===== src/rtl/sat_engine_pkg.sv =====
// Shared types and default constants for the sat engine array-collector logic.
package sat_engine_pkg;

  typedef enum logic [2:0] {
    StIdle,
    StSettle,
    StCheck,
    StReport,
    StAnalyze
  } collector_state_t;

  localparam int unsigned DefSettleCyc = 2;
  localparam int unsigned DefMaxRounds = 8;

endpackage


===== src/rtl/lowest_one_enc.sv =====
// Combinational lowest-set-bit encoder; found is low and idx is 0 when vec is empty.
module lowest_one_enc #(
  parameter int unsigned N = 8,
  parameter int unsigned W = 3
) (
  input  logic [N-1:0] vec,
  output logic [W-1:0] idx,
  output logic         found
);

  // Scan from the top down so the lowest set bit is the last one written.
  always_comb begin
    idx   = '0;
    found = 1'b0;
    for (int i = N - 1; i >= 0; i--) begin
      if (vec[i]) begin
        idx   = W'(i);
        found = 1'b1;
      end
    end
  end

endmodule


===== src/rtl/clause_status_collector.sv =====
// Snapshots the clause array terminal outputs after each BCP step until stable, then
// reports a conflict over valid/ready or signals BCP completion.
module clause_status_collector
  import sat_engine_pkg::*;
#(
  parameter int unsigned NUM_C      = 8,
  parameter int unsigned WIDTH_LVL  = 16,
  parameter int unsigned WIDTH_CID  = 3,
  parameter int unsigned SETTLE_CYC = DefSettleCyc,
  parameter int unsigned MAX_ROUNDS = DefMaxRounds
) (
  input  logic                       clk,
  input  logic                       rst,
  input  logic                       start_bcp_i,
  input  logic [NUM_C-1:0]           csat_drv_i,
  input  logic [NUM_C-1:0]           imp_drv_i,
  input  logic [NUM_C-1:0]           conflict_c_drv_i,
  input  logic [NUM_C*WIDTH_LVL-1:0] cmax_lvl_i,
  output logic                       conflict_valid_o,
  input  logic                       conflict_ready_i,
  output logic [WIDTH_CID-1:0]       conflict_cid_o,
  output logic [WIDTH_LVL-1:0]       conflict_lvl_o,
  output logic                       apply_analyze_o,
  input  logic                       analyze_done_i,
  output logic                       bcp_done_o,
  output logic                       all_c_sat_o,
  output logic                       timeout_o,
  output logic                       busy_o
);

  localparam logic [3:0] SettleInit = 4'(SETTLE_CYC - 1);
  localparam logic [7:0] MaxRnd     = 8'(MAX_ROUNDS);

  collector_state_t state_q;

  logic [3:0]                 settle_q;
  logic [7:0]                 round_q;
  logic [NUM_C-1:0]           snap_sat_q;
  logic [NUM_C-1:0]           snap_imp_q;
  logic [NUM_C-1:0]           snap_conf_q;
  logic [NUM_C*WIDTH_LVL-1:0] snap_lvl_q;
  logic [3*NUM_C-1:0]         prev_q;
  logic [WIDTH_CID-1:0]       cid_q;
  logic [WIDTH_LVL-1:0]       lvl_q;
  logic                       valid_q;
  logic                       analyze_q;
  logic                       bcp_done_q;
  logic                       all_sat_q;
  logic                       timeout_q;
  logic                       busy_q;

  logic [3*NUM_C-1:0]   snap_bits;
  logic [WIDTH_CID-1:0] enc_idx;
  logic                 enc_found;
  logic [WIDTH_LVL-1:0] sel_lvl;

  assign snap_bits = {snap_sat_q, snap_imp_q, snap_conf_q};

  lowest_one_enc #(
    .N(NUM_C),
    .W(WIDTH_CID)
  ) u_conf_enc (
    .vec  (snap_conf_q),
    .idx  (enc_idx),
    .found(enc_found)
  );

  always_comb begin
    sel_lvl = '0;
    for (int k = 0; k < NUM_C; k++) begin
      if (enc_idx == WIDTH_CID'(k)) begin
        sel_lvl = snap_lvl_q[k*WIDTH_LVL +: WIDTH_LVL];
      end
    end
  end

  always_ff @(posedge clk or negedge rst) begin
    if (!rst) begin
      state_q     <= StIdle;
      settle_q    <= '0;
      round_q     <= '0;
      snap_sat_q  <= '0;
      snap_imp_q  <= '0;
      snap_conf_q <= '0;
      snap_lvl_q  <= '0;
      prev_q      <= '0;
      cid_q       <= '0;
      lvl_q       <= '0;
      valid_q     <= 1'b0;
      analyze_q   <= 1'b0;
      bcp_done_q  <= 1'b0;
      all_sat_q   <= 1'b0;
      timeout_q   <= 1'b0;
      busy_q      <= 1'b0;
    end else begin
      bcp_done_q <= 1'b0;
      timeout_q  <= 1'b0;
      unique case (state_q)
        StIdle: begin
          if (start_bcp_i) begin
            round_q   <= '0;
            settle_q  <= SettleInit;
            prev_q    <= '0;
            all_sat_q <= 1'b0;
            busy_q    <= 1'b1;
            state_q   <= StSettle;
          end
        end
        StSettle: begin
          if (settle_q == 4'd0) begin
            snap_sat_q  <= csat_drv_i;
            snap_imp_q  <= imp_drv_i;
            snap_conf_q <= conflict_c_drv_i;
            snap_lvl_q  <= cmax_lvl_i;
            state_q     <= StCheck;
          end else begin
            settle_q <= settle_q - 4'd1;
          end
        end
        StCheck: begin
          if (enc_found) begin
            cid_q   <= enc_idx;
            lvl_q   <= sel_lvl;
            valid_q <= 1'b1;
            state_q <= StReport;
          end else if (snap_bits != prev_q) begin
            prev_q  <= snap_bits;
            round_q <= round_q + 8'd1;
            if (round_q + 8'd1 == MaxRnd) begin
              timeout_q <= 1'b1;
              busy_q    <= 1'b0;
              state_q   <= StIdle;
            end else begin
              settle_q <= SettleInit;
              state_q  <= StSettle;
            end
          end else begin
            bcp_done_q <= 1'b1;
            all_sat_q  <= &snap_sat_q;
            busy_q     <= 1'b0;
            state_q    <= StIdle;
          end
        end
        StReport: begin
          // valid_q is always high here, so ready alone completes the handshake.
          if (conflict_ready_i) begin
            valid_q   <= 1'b0;
            analyze_q <= 1'b1;
            state_q   <= StAnalyze;
          end
        end
        StAnalyze: begin
          if (analyze_done_i) begin
            analyze_q <= 1'b0;
            busy_q    <= 1'b0;
            state_q   <= StIdle;
          end
        end
        default: state_q <= StIdle;
      endcase
    end
  end

  assign conflict_valid_o = valid_q;
  assign conflict_cid_o   = cid_q;
  assign conflict_lvl_o   = lvl_q;
  assign apply_analyze_o  = analyze_q;
  assign bcp_done_o       = bcp_done_q;
  assign all_c_sat_o      = all_sat_q;
  assign timeout_o        = timeout_q;
  assign busy_o           = busy_q;

endmodule


===== config.mk =====
export PLATFORM = sky130hd
export DESIGN_NAME = clause_status_collector
export DESIGN_NICKNAME = d
export VERILOG_FILES = /design/src/rtl/sat_engine_pkg.sv /design/src/rtl/lowest_one_enc.sv /design/src/rtl/clause_status_collector.sv
export SDC_FILE = /design/constraint.sdc
export NUM_CORES = 1
export LEC_CHECK = 0
export CORE_ASPECT_RATIO = 0.5
export CORE_MARGIN = 4
export CORE_UTILIZATION = 57
export DETAILED_ROUTE_END_ITERATION = 10
export GPL_ROUTABILITY_DRIVEN = 0
export GPL_TIMING_DRIVEN = 0
export PLACE_DENSITY = 0.95
export SYNTH_ARGS = -nofsm -noshare
export SYNTH_HDL_FRONTEND = slang
export SYNTH_SLANG_ARGS = --single-unit

===== constraint.sdc =====
create_clock -name clk -period 3.4 [get_ports clk]
set_clock_uncertainty 0.05 [all_clocks]
set_input_delay 0.68 -clock clk [delete_from_list [all_inputs] [get_ports clk]]
set_output_delay 0.68 -clock clk [all_outputs]
set_load 0.1 [all_outputs]

==> run_summary.xml <==
<?xml version="1.0" encoding="UTF-8"?>
<metrics>
  <group name="synth">
    <metric name="cell_with_the_most_instances_after_synthesis" unit="">sky130_fd_sc_hd__dfrtp_1</metric>
    <metric name="post_synthesis_simple_gate_area_fraction" unit="%">6.745</metric>
    <metric name="synth_top_family_by_area" unit="">multiplexers</metric>
    <metric name="syn-mean-instance-area" unit="µm²">12.75</metric>
    <metric name="synth_top_area_share" unit="%">55.40</metric>
    <metric name="post_synth_xor_area_fraction" unit="%">2.424</metric>
    <metric name="synth_area_leader_cell" unit="">sky130_fd_sc_hd__dfrtp_1</metric>
    <metric name="synthesis.nets" unit="">924</metric>
    <metric name="synth_compound_area_share" unit="%">10.00</metric>
    <metric name="netlist_top_cells_area" unit="">sky130_fd_sc_hd__dfrtp_1 55%, sky130_fd_sc_hd__mux2_2 18%, sky130_fd_sc_hd__mux2i_1 4.3%</metric>
    <metric name="portion_of_netlist_area_occupied_by_mux_cells" unit="%">22.54</metric>
    <metric name="syn_std_cell_area" unit="mm²">0.009757</metric>
    <metric name="share_of_the_yosys_chip_area_belonging_to_registers" unit="%">55.40</metric>
    <metric name="synthFlopType" unit="">sky130_fd_sc_hd__dfrtp_1</metric>
    <metric name="async_s_r_ff_share_synth" unit="%">100.0</metric>
    <metric name="yosys.cell_types.count" unit="">55</metric>
    <metric name="synth_edf_count" unit="">0</metric>
    <metric name="synth_adder_area_share" unit="%">0.2565</metric>
    <metric name="post_synth_inst_count" unit="">765</metric>
    <metric name="ff_latch_count_synth" unit="">216</metric>
    <metric name="number_of_warnings_printed_during_yosys_synthesis" unit="">0</metric>
    <metric name="synth.top_cells.by_count" unit="">216 x sky130_fd_sc_hd__dfrtp_1, 157 x sky130_fd_sc_hd__mux2_2, 42 x sky130_fd_sc_hd__mux2i_1, 31 x sky130_fd_sc_hd__nor2_1, 28 x sky130_fd_sc_hd__nand2_1</metric>
  </group>
  <group name="detailed_routing">
    <metric name="vias" unit="">7356</metric>
    <metric name="antenna_left" unit="">0</metric>
    <metric name="routedWlPerCell" unit="µm">22.80</metric>
    <metric name="routed_wl" unit="µm">27560</metric>
    <metric name="detailedRoute.firstIterationViolations" unit="">478</metric>
    <metric name="drt-pass1-iter-count" unit="">7</metric>
    <metric name="drc_errors" unit="">0</metric>
    <metric name="avgViaCountPerCell" unit="">6.084</metric>
  </group>
  <group name="floorplanning">
    <metric name="core_region_area" unit="mm²">0.01656</metric>
    <metric name="dieWidth" unit="µm">193.0</metric>
    <metric name="floorplan.die.height" unit="µm">100.5</metric>
    <metric name="floorplan.rows" unit="">33</metric>
    <metric name="top_level_ports" unit="">182</metric>
    <metric name="floorplan.initialDensity" unit="%">58.93</metric>
    <metric name="floorplan.die_area" unit="mm²">0.01940</metric>
  </group>
  <group name="timing">
    <metric name="finalHoldWorstSlack" unit="ps">202.2</metric>
    <metric name="report.final.setup_viol" unit="">0</metric>
    <metric name="clock.fmax" unit="MHz">312.6</metric>
    <metric name="post-route-period-util" unit="%">94.08</metric>
    <metric name="finalMaxSlewViolations" unit="">0</metric>
    <metric name="fin_crit" unit="ps">3199</metric>
    <metric name="count_of_final_hold_check_violations" unit="">0</metric>
    <metric name="tightest_slew" unit="ps">1056</metric>
    <metric name="rsz_0062_raised_after_global_routing" unit="">false</metric>
    <metric name="timing.max_slew.rel_slack" unit="%">29.37</metric>
  </group>
  <group name="global_route">
    <metric name="groute.layer.met3.usage" unit="%">4.394</metric>
    <metric name="global_route.usage.total" unit="%">28.57</metric>
    <metric name="grt_antenna_before_repair" unit="">0</metric>
    <metric name="grt_overflow_total" unit="">0</metric>
    <metric name="grt_first_pass_wirelength" unit="µm">43330</metric>
    <metric name="grt_max_degree" unit="">110</metric>
    <metric name="grt.busiest_layer" unit="">met2</metric>
    <metric name="grt.met1_usage" unit="%">36.65</metric>
    <metric name="first_global_vias" unit="">8114</metric>
    <metric name="routing_usage_on_met2" unit="%">49.00</metric>
  </group>
  <group name="worst_setup_path">
    <metric name="timing.critical_path.fanout_max" unit="">10</metric>
    <metric name="cpLargestDelayFamily" unit="">buffers and inverters</metric>
    <metric name="cell_type_of_the_slowest_stage_on_the_worst_timing_path" unit="">sky130_fd_sc_hd__clkbuf_1</metric>
    <metric name="timing.rr.end" unit="">snap_lvl_q[34]</metric>
    <metric name="worstSetupPathType" unit="">reg2reg</metric>
    <metric name="regToRegStartpoint" unit="">settle_q[0]</metric>
    <metric name="critical_path.max_stage_delay" unit="ps">710</metric>
    <metric name="reg2reg_setup_slack" unit="ps">200</metric>
    <metric name="critical_path_required" unit="ps">3730</metric>
    <metric name="setup.worst_path.end_class" unit="">flop</metric>
    <metric name="critical_path.startpoint_type" unit="">flop</metric>
    <metric name="crit_path_cell_trace" unit="">inv_1 &gt; ha_1 &gt; nand2b_1 &gt; nor2_1 &gt; nand2_1 &gt; clkbuf_1 &gt; clkbuf_1 &gt; mux2_2</metric>
    <metric name="critPathBufInv" unit="">3</metric>
    <metric name="timing.reg2reg.worst_path_depth" unit="">8</metric>
    <metric name="timing.critical_path.arrival" unit="ps">3530</metric>
    <metric name="crit_top_cell" unit="">sky130_fd_sc_hd__clkbuf_1</metric>
  </group>
  <group name="run">
    <metric name="max_cap_violations" unit="">0</metric>
  </group>
  <group name="place">
    <metric name="dpl.hpwl" unit="µm">19230</metric>
    <metric name="portBuffers" unit="">181</metric>
  </group>
  <group name="layout">
    <metric name="final_core_utilization" unit="%">75.80</metric>
    <metric name="final_layout_size_suffix_gt1_share" unit="%">22.51</metric>
    <metric name="area_delta_synth_final" unit="%">28.64</metric>
    <metric name="antenna_diode_count" unit="">0</metric>
    <metric name="fin_nets" unit="">1128</metric>
  </group>
  <group name="clocking">
    <metric name="cts_max_path_buffers" unit="">3</metric>
    <metric name="numCtsBuffers" unit="">20</metric>
    <metric name="root_cell_of_the_clock_tree" unit="">sky130_fd_sc_hd__clkbuf_16</metric>
    <metric name="cts.sinks" unit="">216</metric>
    <metric name="cts_tree" unit="">done</metric>
    <metric name="post_cts_hold_buffer_count" unit="">0</metric>
    <metric name="cts-htree-levels" unit="">1</metric>
    <metric name="post_cts_setup_inserts" unit="">0</metric>
    <metric name="number_of_resized_instances_in_the_post_cts_repair_step" unit="">0</metric>
    <metric name="clk_latency" unit="ps">500</metric>
    <metric name="cts.reportedPaths.clkPinSlew" unit="ps">70</metric>
  </group>
  <group name="power_and_ir_drop">
    <metric name="powerDensity" unit="mW/mm²">980.6</metric>
    <metric name="vdd_drop_max" unit="µV">743.1</metric>
    <metric name="p_leak" unit="nW">5.231</metric>
  </group>
  <group name="worst_hold_path">
    <metric name="hp-class" unit="">in2async</metric>
  </group>
  <group name="run_status">
    <metric name="result_of_the_run" unit="">complete, no violations</metric>
  </group>
</metrics>
-- through the flow --
stage	total power (W)	cells	setup TNS (ps)	setup WS (ps)	cell area [µm²]
finish	0.01231	1209	0	201.2	12550
global route	0.01284	1209	0	142.3	12550
CTS	0.01224	1209	0	331.4	12550
detailed placement	0.009809	1174	0	374.2	11890
global placement	0.009508	1173	-1494200	-6941	11850
floorplan	0.008221	765	0	1206	9757
-- worst max path at each step --
stage / from / endpoint / slack [ps] / depth (start not counted)
after global routing: settle_q[0] / snap_lvl_q[30] / 140 / 8
after floorplan: snap_conf_q[2] / settle_q[1] / 1210 / 7
final: settle_q[0] / snap_lvl_q[34] / 200 / 8
after detailed placement: settle_q[0] / snap_lvl_q[34] / 370 / 8
after global placement: rst / snap_lvl_q[35] / -6940 / 1
after CTS: settle_q[0] / snap_lvl_q[34] / 330 / 8
-- cells by family (layout without fill, tap and decap cells) --
kind of cell	after synthesis	count (layout)
AOI/OAI and AO/OA	141	141
xor gates and xnor gates	27	27
adders and majority gates	2	2
buffers and inverters	56	273
DFF	216	216
muxes	200	200
and+or+nand+nor	123	123
-- layer usage --
metal | routed length, µm | vias up
li1 | - | 3193
met1 | 10990 | 3715
met2 | 13710 | 350
met3 | 1609 | 98
met4 | 1253 | 0
met5 | 0 | -
-- sequential cells by signal, indices dropped and copies added (netlist names), 3 cells and up --
register        count
snap_lvl_q        128
prev_q             24
conflict_lvl_o     16
round_q             8
snap_conf_q         8
snap_imp_q          8
snap_sat_q          8
settle_q            4
conflict_cid_o      3
state_q             3
-- cell usage in the layout (no fill, tap or decap), types with 14 or more instances in the layout --
cell type	instances
sky130_fd_sc_hd__o22ai_1	16
sky130_fd_sc_hd__clkbuf_1	24
sky130_fd_sc_hd__buf_2	16
sky130_fd_sc_hd__o21ai_0	15
sky130_fd_sc_hd__nor2_1	31
sky130_fd_sc_hd__nand2_1	28
sky130_fd_sc_hd__mux2_2	157
sky130_fd_sc_hd__clkdlybuf4s50_1	180
sky130_fd_sc_hd__a21oi_1	27
sky130_fd_sc_hd__clkbuf_16	21
sky130_fd_sc_hd__dfrtp_1	216
sky130_fd_sc_hd__o22a_1	14
sky130_fd_sc_hd__a31oi_1	17
sky130_fd_sc_hd__mux2i_1	42
sky130_fd_sc_hd__a22o_1	21
sky130_fd_sc_hd__xnor2_1	27
-- where the power goes --
group / internal, W / total (W) / leakage (nW) / switching (W)
sequential: 0.00368 / 0.00444 / 2.60 / 0.000755
combinational: 0.00240 / 0.00556 / 2.30 / 0.00316
clock: 0.00135 / 0.00231 / 0.330 / 0.000958
total: 0.00743 / 0.0123 / 5.23 / 0.00487
-- cell type report --
type / count / area, µm²
Timing Repair Buffer: 182 / 1844
Fill cell: 974 / 4006
Sequential cell: 216 / 5405
Clock inverter: 6 / 80.08
Clock buffer: 29 / 585.6
Buffer: 45 / 215.2
Tap cell: 227 / 284.0
Inverter: 11 / 41.29
Multi-Input combinational cell: 493 / 4095
(Power assumes the default switching activity.)
